<file path="src/rtl/i2s_pkg.sv">
// Shared types and defaults for the I2S transmit path.
package i2s_pkg;

    localparam int unsigned I2S_DATA_W     = 32;
    localparam int unsigned I2S_FIFO_DEPTH = 8;

    typedef logic [I2S_DATA_W-1:0] i2s_word_t;

endpackage

</file>
<file path="src/rtl/i2s_fifo_mem.sv">
// Storage for the I2S Tx FIFO: one write port and one registered read port.
// Only the read register is reset or cleared; the array itself holds no reset.
module i2s_fifo_mem
    import i2s_pkg::*;
#(
    parameter int unsigned DATA_W = I2S_DATA_W,
    parameter int unsigned DEPTH  = I2S_FIFO_DEPTH
) (
    input  logic                     pclk,
    input  logic                     preset,
    input  logic                     clear,
    input  logic                     wr_en,
    input  logic [$clog2(DEPTH)-1:0] wr_addr,
    input  logic [DATA_W-1:0]        wr_data,
    input  logic                     rd_en,
    input  logic [$clog2(DEPTH)-1:0] rd_addr,
    output logic [DATA_W-1:0]        rd_data
);

    logic [DATA_W-1:0] mem_q [DEPTH];
    logic [DATA_W-1:0] rd_data_q;

    always_ff @(posedge pclk) begin
        if (wr_en) begin
            mem_q[wr_addr] <= wr_data;
        end
    end

    always_ff @(posedge pclk or negedge preset) begin
        if (!preset) begin
            rd_data_q <= '0;
        end else if (clear) begin
            rd_data_q <= '0;
        end else if (rd_en) begin
            rd_data_q <= mem_q[rd_addr];
        end
    end

    assign rd_data = rd_data_q;

endmodule

</file>
<file path="src/rtl/i2s_tx_fifo.sv">
// Word FIFO between the APB Tx data handshake and the I2S serializer.
// Define FIFO_ERR_FLAGS_EN to add sticky overflow/underflow flags with err_clr.
module i2s_tx_fifo
    import i2s_pkg::*;
#(
    parameter int unsigned DATA_W    = I2S_DATA_W,
    parameter int unsigned DEPTH     = I2S_FIFO_DEPTH,
    parameter int unsigned AFULL_TH  = DEPTH - 2,
    parameter int unsigned AEMPTY_TH = 2
) (
    input  logic                   pclk,
    input  logic                   preset,
    input  logic                   flush,
    input  logic                   wr_en,
    input  logic [DATA_W-1:0]      wr_data,
    input  logic                   rd_en,
`ifdef FIFO_ERR_FLAGS_EN
    input  logic                   err_clr,
    output logic                   ovf,
    output logic                   unf,
`endif
    output logic [DATA_W-1:0]      rd_data,
    output logic                   full,
    output logic                   empty,
    output logic                   almost_full,
    output logic                   almost_empty,
    output logic [$clog2(DEPTH):0] level
);

    localparam int unsigned AW = $clog2(DEPTH);
    localparam int unsigned PW = AW + 1;

    typedef logic [PW-1:0] ptr_t;

    ptr_t wr_ptr_q, wr_ptr_d;
    ptr_t rd_ptr_q, rd_ptr_d;
    ptr_t level_q, level_d;
    logic full_q, full_d;
    logic empty_q, empty_d;
    logic afull_q, afull_d;
    logic aempty_q, aempty_d;
    logic wr_ok, rd_ok;

    // A full FIFO is never empty, so a read alongside a write always frees the slot.
    always_comb begin
        rd_ok    = rd_en && !empty_q;
        wr_ok    = wr_en && (!full_q || rd_en);
        wr_ptr_d = wr_ptr_q;
        rd_ptr_d = rd_ptr_q;
        if (flush) begin
            wr_ptr_d = '0;
            rd_ptr_d = '0;
        end else begin
            if (wr_ok) begin
                wr_ptr_d = wr_ptr_q + ptr_t'(1);
            end
            if (rd_ok) begin
                rd_ptr_d = rd_ptr_q + ptr_t'(1);
            end
        end
    end

    always_comb begin
        full_d   = (wr_ptr_d[AW-1:0] == rd_ptr_d[AW-1:0]) && (wr_ptr_d[AW] != rd_ptr_d[AW]);
        empty_d  = (wr_ptr_d == rd_ptr_d);
        level_d  = wr_ptr_d - rd_ptr_d;
        afull_d  = (level_d >= PW'(AFULL_TH));
        aempty_d = (level_d <= PW'(AEMPTY_TH));
    end

    always_ff @(posedge pclk or negedge preset) begin
        if (!preset) begin
            wr_ptr_q <= '0;
            rd_ptr_q <= '0;
            level_q  <= '0;
            full_q   <= 1'b0;
            empty_q  <= 1'b1;
            afull_q  <= 1'b0;
            aempty_q <= 1'b1;
        end else begin
            wr_ptr_q <= wr_ptr_d;
            rd_ptr_q <= rd_ptr_d;
            level_q  <= level_d;
            full_q   <= full_d;
            empty_q  <= empty_d;
            afull_q  <= afull_d;
            aempty_q <= aempty_d;
        end
    end

    i2s_fifo_mem #(
        .DATA_W (DATA_W),
        .DEPTH  (DEPTH)
    ) u_mem (
        .pclk    (pclk),
        .preset  (preset),
        .clear   (flush),
        .wr_en   (wr_ok && !flush),
        .wr_addr (wr_ptr_q[AW-1:0]),
        .wr_data (wr_data),
        .rd_en   (rd_ok && !flush),
        .rd_addr (rd_ptr_q[AW-1:0]),
        .rd_data (rd_data)
    );

    assign full         = full_q;
    assign empty        = empty_q;
    assign almost_full  = afull_q;
    assign almost_empty = aempty_q;
    assign level        = level_q;

`ifdef FIFO_ERR_FLAGS_EN
    logic ovf_q, unf_q;
    logic ovf_set, unf_set;

    // A write paired with a read while full is accepted, so it is not an overflow.
    assign ovf_set = !flush && wr_en && full_q && !rd_en;
    assign unf_set = !flush && rd_en && empty_q;

    always_ff @(posedge pclk or negedge preset) begin
        if (!preset) begin
            ovf_q <= 1'b0;
            unf_q <= 1'b0;
        end else begin
            if (ovf_set) begin
                ovf_q <= 1'b1;
            end else if (err_clr) begin
                ovf_q <= 1'b0;
            end
            if (unf_set) begin
                unf_q <= 1'b1;
            end else if (err_clr) begin
                unf_q <= 1'b0;
            end
        end
    end

    assign ovf = ovf_q;
    assign unf = unf_q;
`endif

endmodule
</file>
<file path="config.mk">
export PLATFORM = sky130hd
export DESIGN_NAME = i2s_tx_fifo
export DESIGN_NICKNAME = d
export VERILOG_FILES = /design/src/rtl/i2s_pkg.sv /design/src/rtl/i2s_fifo_mem.sv /design/src/rtl/i2s_tx_fifo.sv
export SDC_FILE = /design/constraint.sdc
export NUM_CORES = 1
export LEC_CHECK = 0
export ABC_AREA = 0
export BUFFER_PORTS_ARGS = -buffer_cell sky130_fd_sc_hd__buf_2
export CAP_MARGIN = 20
export CORE_MARGIN = 3
export CORE_UTILIZATION = 40
export CTS_CLUSTER_DIAMETER = 80
export DETAILED_ROUTE_END_ITERATION = 16
export PLACE_DENSITY = 0.68
export SLEW_MARGIN = 20
export SYNTH_ARGS = -nofsm -noshare
export SYNTH_HDL_FRONTEND = slang
export SYNTH_SLANG_ARGS = --single-unit
</file>
<file path="constraint.sdc">
create_clock -name pclk -period 6.4 [get_ports pclk]
set_input_delay 1.28 -clock pclk [delete_from_list [all_inputs] [get_ports pclk]]
set_output_delay 1.28 -clock pclk [all_outputs]
set_load 0.05 [all_outputs]
</file>
[Word-level counts from Yosys, hierarchy flattened]
Memory sizes are Yosys's and may differ from the RTL's.
Index checks and enable logic that the tools add are counted.
Cells by class
  $add $sub $neg: 3
  order comparisons: 2
  equal/unequal tests: 3
  multiplexer cells: 8
  reduce and logical (&&, ||, !) cells: 10
Operator list (count)
  32-bit 2-to-1 mux: 2
  4-bit 2-to-1 mux: 4
  4-bit by 1-bit adder with 4-bit output (second input constant): 2
  1-bit logical AND: 5
  4-bit equality test: 1
  4-bit by 3-bit greater-or-equal comparator with 1-bit output (second input constant): 1
  4-bit by 2-bit <= comparator with 1-bit output (second input constant): 1
  4-bit subtractor: 1
  3-bit equality test: 1
  1-bit logical NOT: 3
  1-bit 2-to-1 mux: 2
  2-bit nonzero test: 1
  1-bit logical OR: 1
  1-bit != test: 1
Word-level totals
  register bits after elaboration: 48
  memory bits (writable): 256
  bits of input ports: 37
  output and inout port bits: 40
  word-level logic and storage cells: 35
  memories: 1
Memory list
  u_mem.mem_q: depth 8, width 32, rd ports 1, clocked after memory_dff 0, write ports 1, line i2s_fifo_mem.sv:20  | logic [DATA_W-1:0] mem_q [DEPTH];

[Longest topological paths before layout]
  depth after elaboration: 7
  depth in mapped cells: 11
  gate-level depth less buffers: 11

[Hierarchy]
A second synthesis with hierarchy kept.
Unflattened totals
  cells, all modules: 644
  area, all modules: 12197.9 sq um
By module, submodules not included
  i2s_fifo_mem: times used 1, cells an instance 561, area each 11349.6 sq um, sequential area each 8488.1 sq um
  i2s_tx_fifo: times used 1, cells an instance 83, area each 848.3 sq um, sequential area each 402.9 sq um

[Worst setup path after synthesis]
No wires, ideal clock.
  path kind: input -> register
  from: in wr_en
  to: mem u_mem.mem_q[1][0] (netlist name) (enable)
  setup time: 0.513 ns
  data arrival time: 5.197 ns
  data required time: 5.887 ns
  setup slack: 0.690 ns
  cell stages on the path: 3
  buffers on the path: 0
  path through: inv_2 or3_2 nor4b_1
On the way
  cells in the longest elaborated chain, start to end: 4
RTL lines
  start: declaration: line i2s_tx_fifo.sv:14  | input logic wr_en,
  1-bit logical AND: line i2s_tx_fifo.sv:47  | wr_ok = wr_en && (!full_q || rd_en);
  1-bit logical AND: line i2s_tx_fifo.sv:98  | .wr_en (wr_ok && !flush),
  1-bit 2-to-1 mux: line i2s_fifo_mem.sv:24  | if (wr_en) begin
  1-bit 2-to-1 mux (implied by the code): line i2s_fifo_mem.sv:25  | mem_q[wr_addr] <= wr_data;
  end: declaration: line i2s_fifo_mem.sv:20
Every way passes these cells.

[Worst setup path in the final report]
  from: in rd_en
  to: reg aempty_q (netlist: almost_empty)
On the way
  cells in the longest elaborated chain, start to end: 6
  elaborated cells between the ends (all ways): 9
  classes of those cells: add/sub (1); order compare (1); mux (4); reduce/logical (3)
RTL lines
  start: declaration: line i2s_tx_fifo.sv:16  | input logic rd_en,
  1-bit logical OR: line i2s_tx_fifo.sv:47
  1-bit logical AND: line i2s_tx_fifo.sv:47
  4-bit 2-to-1 mux: line i2s_tx_fifo.sv:54  | if (wr_ok) begin
  4-bit 2-to-1 mux: line i2s_tx_fifo.sv:50  | if (flush) begin
  4-bit subtractor *: line i2s_tx_fifo.sv:66  | level_d = wr_ptr_d - rd_ptr_d;
  4-bit by 2-bit <= comparator with 1-bit output *: line i2s_tx_fifo.sv:68  | aempty_d = (level_d <= PW'(AEMPTY_TH));
  named net aempty_d: line i2s_tx_fifo.sv:41  | logic aempty_q, aempty_d;
  end signal: assignment: line i2s_tx_fifo.sv:87  | aempty_q <= aempty_d;
  end: declaration: line i2s_tx_fifo.sv:41
Mark *: on every way through the listed nets, which the timed path passes. The rest lies on a longest branch.
A chain may end at the register's enable or synchronous reset.

==> impl_metrics.yaml <==
clock_tree:
  root_buffer: "clkbuf_16"
  cts_hold_buf: 0
  path_clk_slew_ns: 0.06
  ctsLongestPathBuffers: 3
  clk-insertion-delay-late_ns: 0.54
  numCtsBuffers: 30
  cts.sinks: 304
  cts_tree: "built"
  h-tree-depth: 1
  post_cts_buffers: 0
  cts_resized: 0
sta:
  max_freq_ghz: 0.278
  fin_crit_sh_pct: 56.2
  final_hold_viol_count: 0
  tns_ns: 0
  fin_ws_ns: 2.80
  tightest_slew_ns: 0.967
  worst_hold_slack_ns: 0.473
  rsz0062_at_grt: "no"
  relSlewSlack_pct: 35.5
  drv_slew: 0
  finClkSkew_ns: 0.0152
  finalSetupViolCount: 0
  period_needed_ns: 3.60
min_path:
  hp-start: "u_mem.rd_data[4]"
  min_to: "u_mem.rd_data[4]"
  hold_class: "register to register"
  holdPathStages: 2
floorplanning:
  rows: 61
  pin_count: 77
  dieArea_mm2: 0.0310
  start_util_pct: 41.1
  die_y_um: 176
  core_mm2: 0.0282
  die_x_um: 176
grt:
  grt_use_total_pct: 14.7
  grt_remaining_overflow: 0
  first_global_vias: 5987
  grt_max_degree: 68
  antenna_found_initial: 5
  grt_pass1_wl_mm: 34.9
routing:
  drtAntennaViolNets: 0
  drc: 0
  drt_iter0_drc: 312
  routedWlPerCell_um: 21.2
  wirelength_mm: 22.6
  firstDrtPassIters: 4
  vias: 5525
  via_per_inst: 5.19
cells_and_area:
  syn2layout_area_growth_pct: 16.5
  nets: 705
  seqCellArea_mm2: 0.00890
  final_cell_area_mm2: 0.0135
  post-route-util_pct: 47.9
  drive_above_1_share_pct: 32.4
  final_common_cell: "edfxtp_1"
  multi_input_comb_area_mm2: 0.00258
  nFillCells: 2286
  final_cell_mix: "256 x edfxtp_1, 76 x buf_2, 64 x mux4_2"
flow_run:
  maxCapViolations: 0
setup_path:
  cp.arrival_ns: 4.06
  slowest_stage: "nor2_4"
  crit_family: "simple AND/OR/NAND/NOR gates"
  crit_fanout: 33
  cp_data_required_time_ns: 6.86
  slowest_delay_ns: 0.72
  rr_startpoint: "rd_ptr_q[1]"
  startpoint_type: "primary input"
  reg2reg_slack_ns: 3.18
  crit_type: "primary input to register"
  critPathMostFrequentCell: "nor2b_1"
  path_buf_inv: 1
  crit_path_end_kind: "register"
  reg2reg_depth: 10
  r2r_end: "almost_empty"
  crit_chain: "buf_2 -> nor2b_1 -> nor2_4 -> a22oi_1 -> ha_1 -> nor2b_1 -> o21a_4 -> a311o_1 -> a311o_2 -> and3_1"
synth:
  syn_inst: 569
  syn_nets: 612
  yosysUniqueCellTypes: 41
  syn_avg_cell_area_um2: 20.3
  ys_ff_latch: 304
  synth_flop_cell: "edfxtp_1"
  synth_edf_count: 256
  syn_area_mm2: 0.0116
  async_flop_share_pct: 15.8
  yosys_warnings: 0
  ys_seq_area_share_pct: 76.9
placed_design:
  place_area_mm2: 0.0125
  dp_worst_setup_slack_ns: 2.21
  io_buffers: 76
  dp_hpwl_mm: 12.3
  gp_congestion: 0.766
outcome:
  outcome: "finished clean"
power:
  leakage_uw: 0.00456
  p_per_area_mw_per_mm2: 356
  ir_drop_mv: 0.199
## per-layer routing
layer,vias to the layer above,GRT usage [%],wire length (µm)
met4,8,3.53,368
met2,141,25.3,11600
met5,-,0,48
li1,2467,-,-
met3,44,3.01,1330
met1,2865,19.3,9270
## state kept, by name, summed over array words and instances (netlist names)
register	count
u_mem.rd_data	32
level	4
empty	1
almost_full	1
rd_ptr_q	4
full	1
u_mem.mem_q	256
wr_ptr_q	4
almost_empty	1
## worst max-delay path by stage
stage               startpoint                 to  cells past startpoint
finish                   rd_en       almost_empty                     10
detailed placement       rd_en       almost_empty                     10
global route             rd_en       almost_empty                     10
floorplan                wr_en  u_mem.mem_q[1][0]                      3
CTS                      rd_en       almost_empty                     10
global placement         rd_en       almost_empty                     10
## cells in the mapped netlist (3+ instances only)
library cell / instances / area (µm²)
edfxtp_1: 256 / 7690
mux4_2: 64 / 1440
dfrtp_1: 46 / 1150
nand2_1: 38 / 143
mux2i_1: 33 / 330
o21ai_1: 32 / 160
clkbuf_1: 15 / 56.3
nor2_1: 11 / 41.3
buf_2: 7 / 35.0
inv_1: 7 / 26.3
nand3_1: 6 / 30.0
ha_1: 5 / 62.6
buf_1: 4 / 15.0
nor2b_1: 3 / 18.8
nor3_1: 3 / 15.0
nor4_1: 3 / 18.8
or2_2: 3 / 18.8
xor2_1: 3 / 26.3
## metrics by stage
stage                     total power (µW)  instances
after floorplan                       2900        569
after global placement                3070       1008
after detailed placement              3090       1008
after CTS                             4860       1063
after global routing                  4990       1064
final                                 4800       1064
## power by group
| group | leakage, µW | switching, µW | total (µW) | internal (µW) |
|---|---|---|---|---|
| registers | 0.00295 | 66.7 | 2300 | 2240 |
| logic | 0.00111 | 450 | 728 | 278 |
| clock network | 0.000492 | 696 | 1770 | 1070 |
| total | 0.00456 | 1210 | 4800 | 3590 |
## worst reg2reg max path, stage by stage (launching register included)
cell and delay [ns]:
dfrtp_2 0.34, buf_4 0.70, ha_1 0.29, nand2_1 0.06, xor2_1 0.15, or2_2 0.32, ha_1 0.35, o21a_4 0.14
a311o_1 0.31, a311o_2 0.34, and3_1 0.15
## final cells by class
| type | count | area share [%] |
|---|---|---|
| Antenna cell | 1 | 0.0186 |
| Clock buffer | 36 | 5.81 |
| Clock inverter | 19 | 1.71 |
| Inverter | 8 | 0.223 |
| Multi-Input combinational cell | 229 | 19.2 |
| Sequential cell | 304 | 66.0 |
| Tap cell | 378 | 3.51 |
| Timing Repair Buffer | 89 | 3.55 |
## kinds of logic (layout without fill, tap and decap cells)
logic type | Yosys count | in the layout | synth area share (%)
xor+xnor | 5 | 5 | 0.379
simple gates | 76 | 76 | 3.09
buf+inv | 36 | 152 | 1.31
fa+ha+maj | 6 | 6 | 0.714
mux | 97 | 97 | 15.3
compound gates | 45 | 45 | 2.34
flops | 304 | 304 | 76.9
other cells | 0 | 1 | 0
Power figures use the tool's default switching activity.
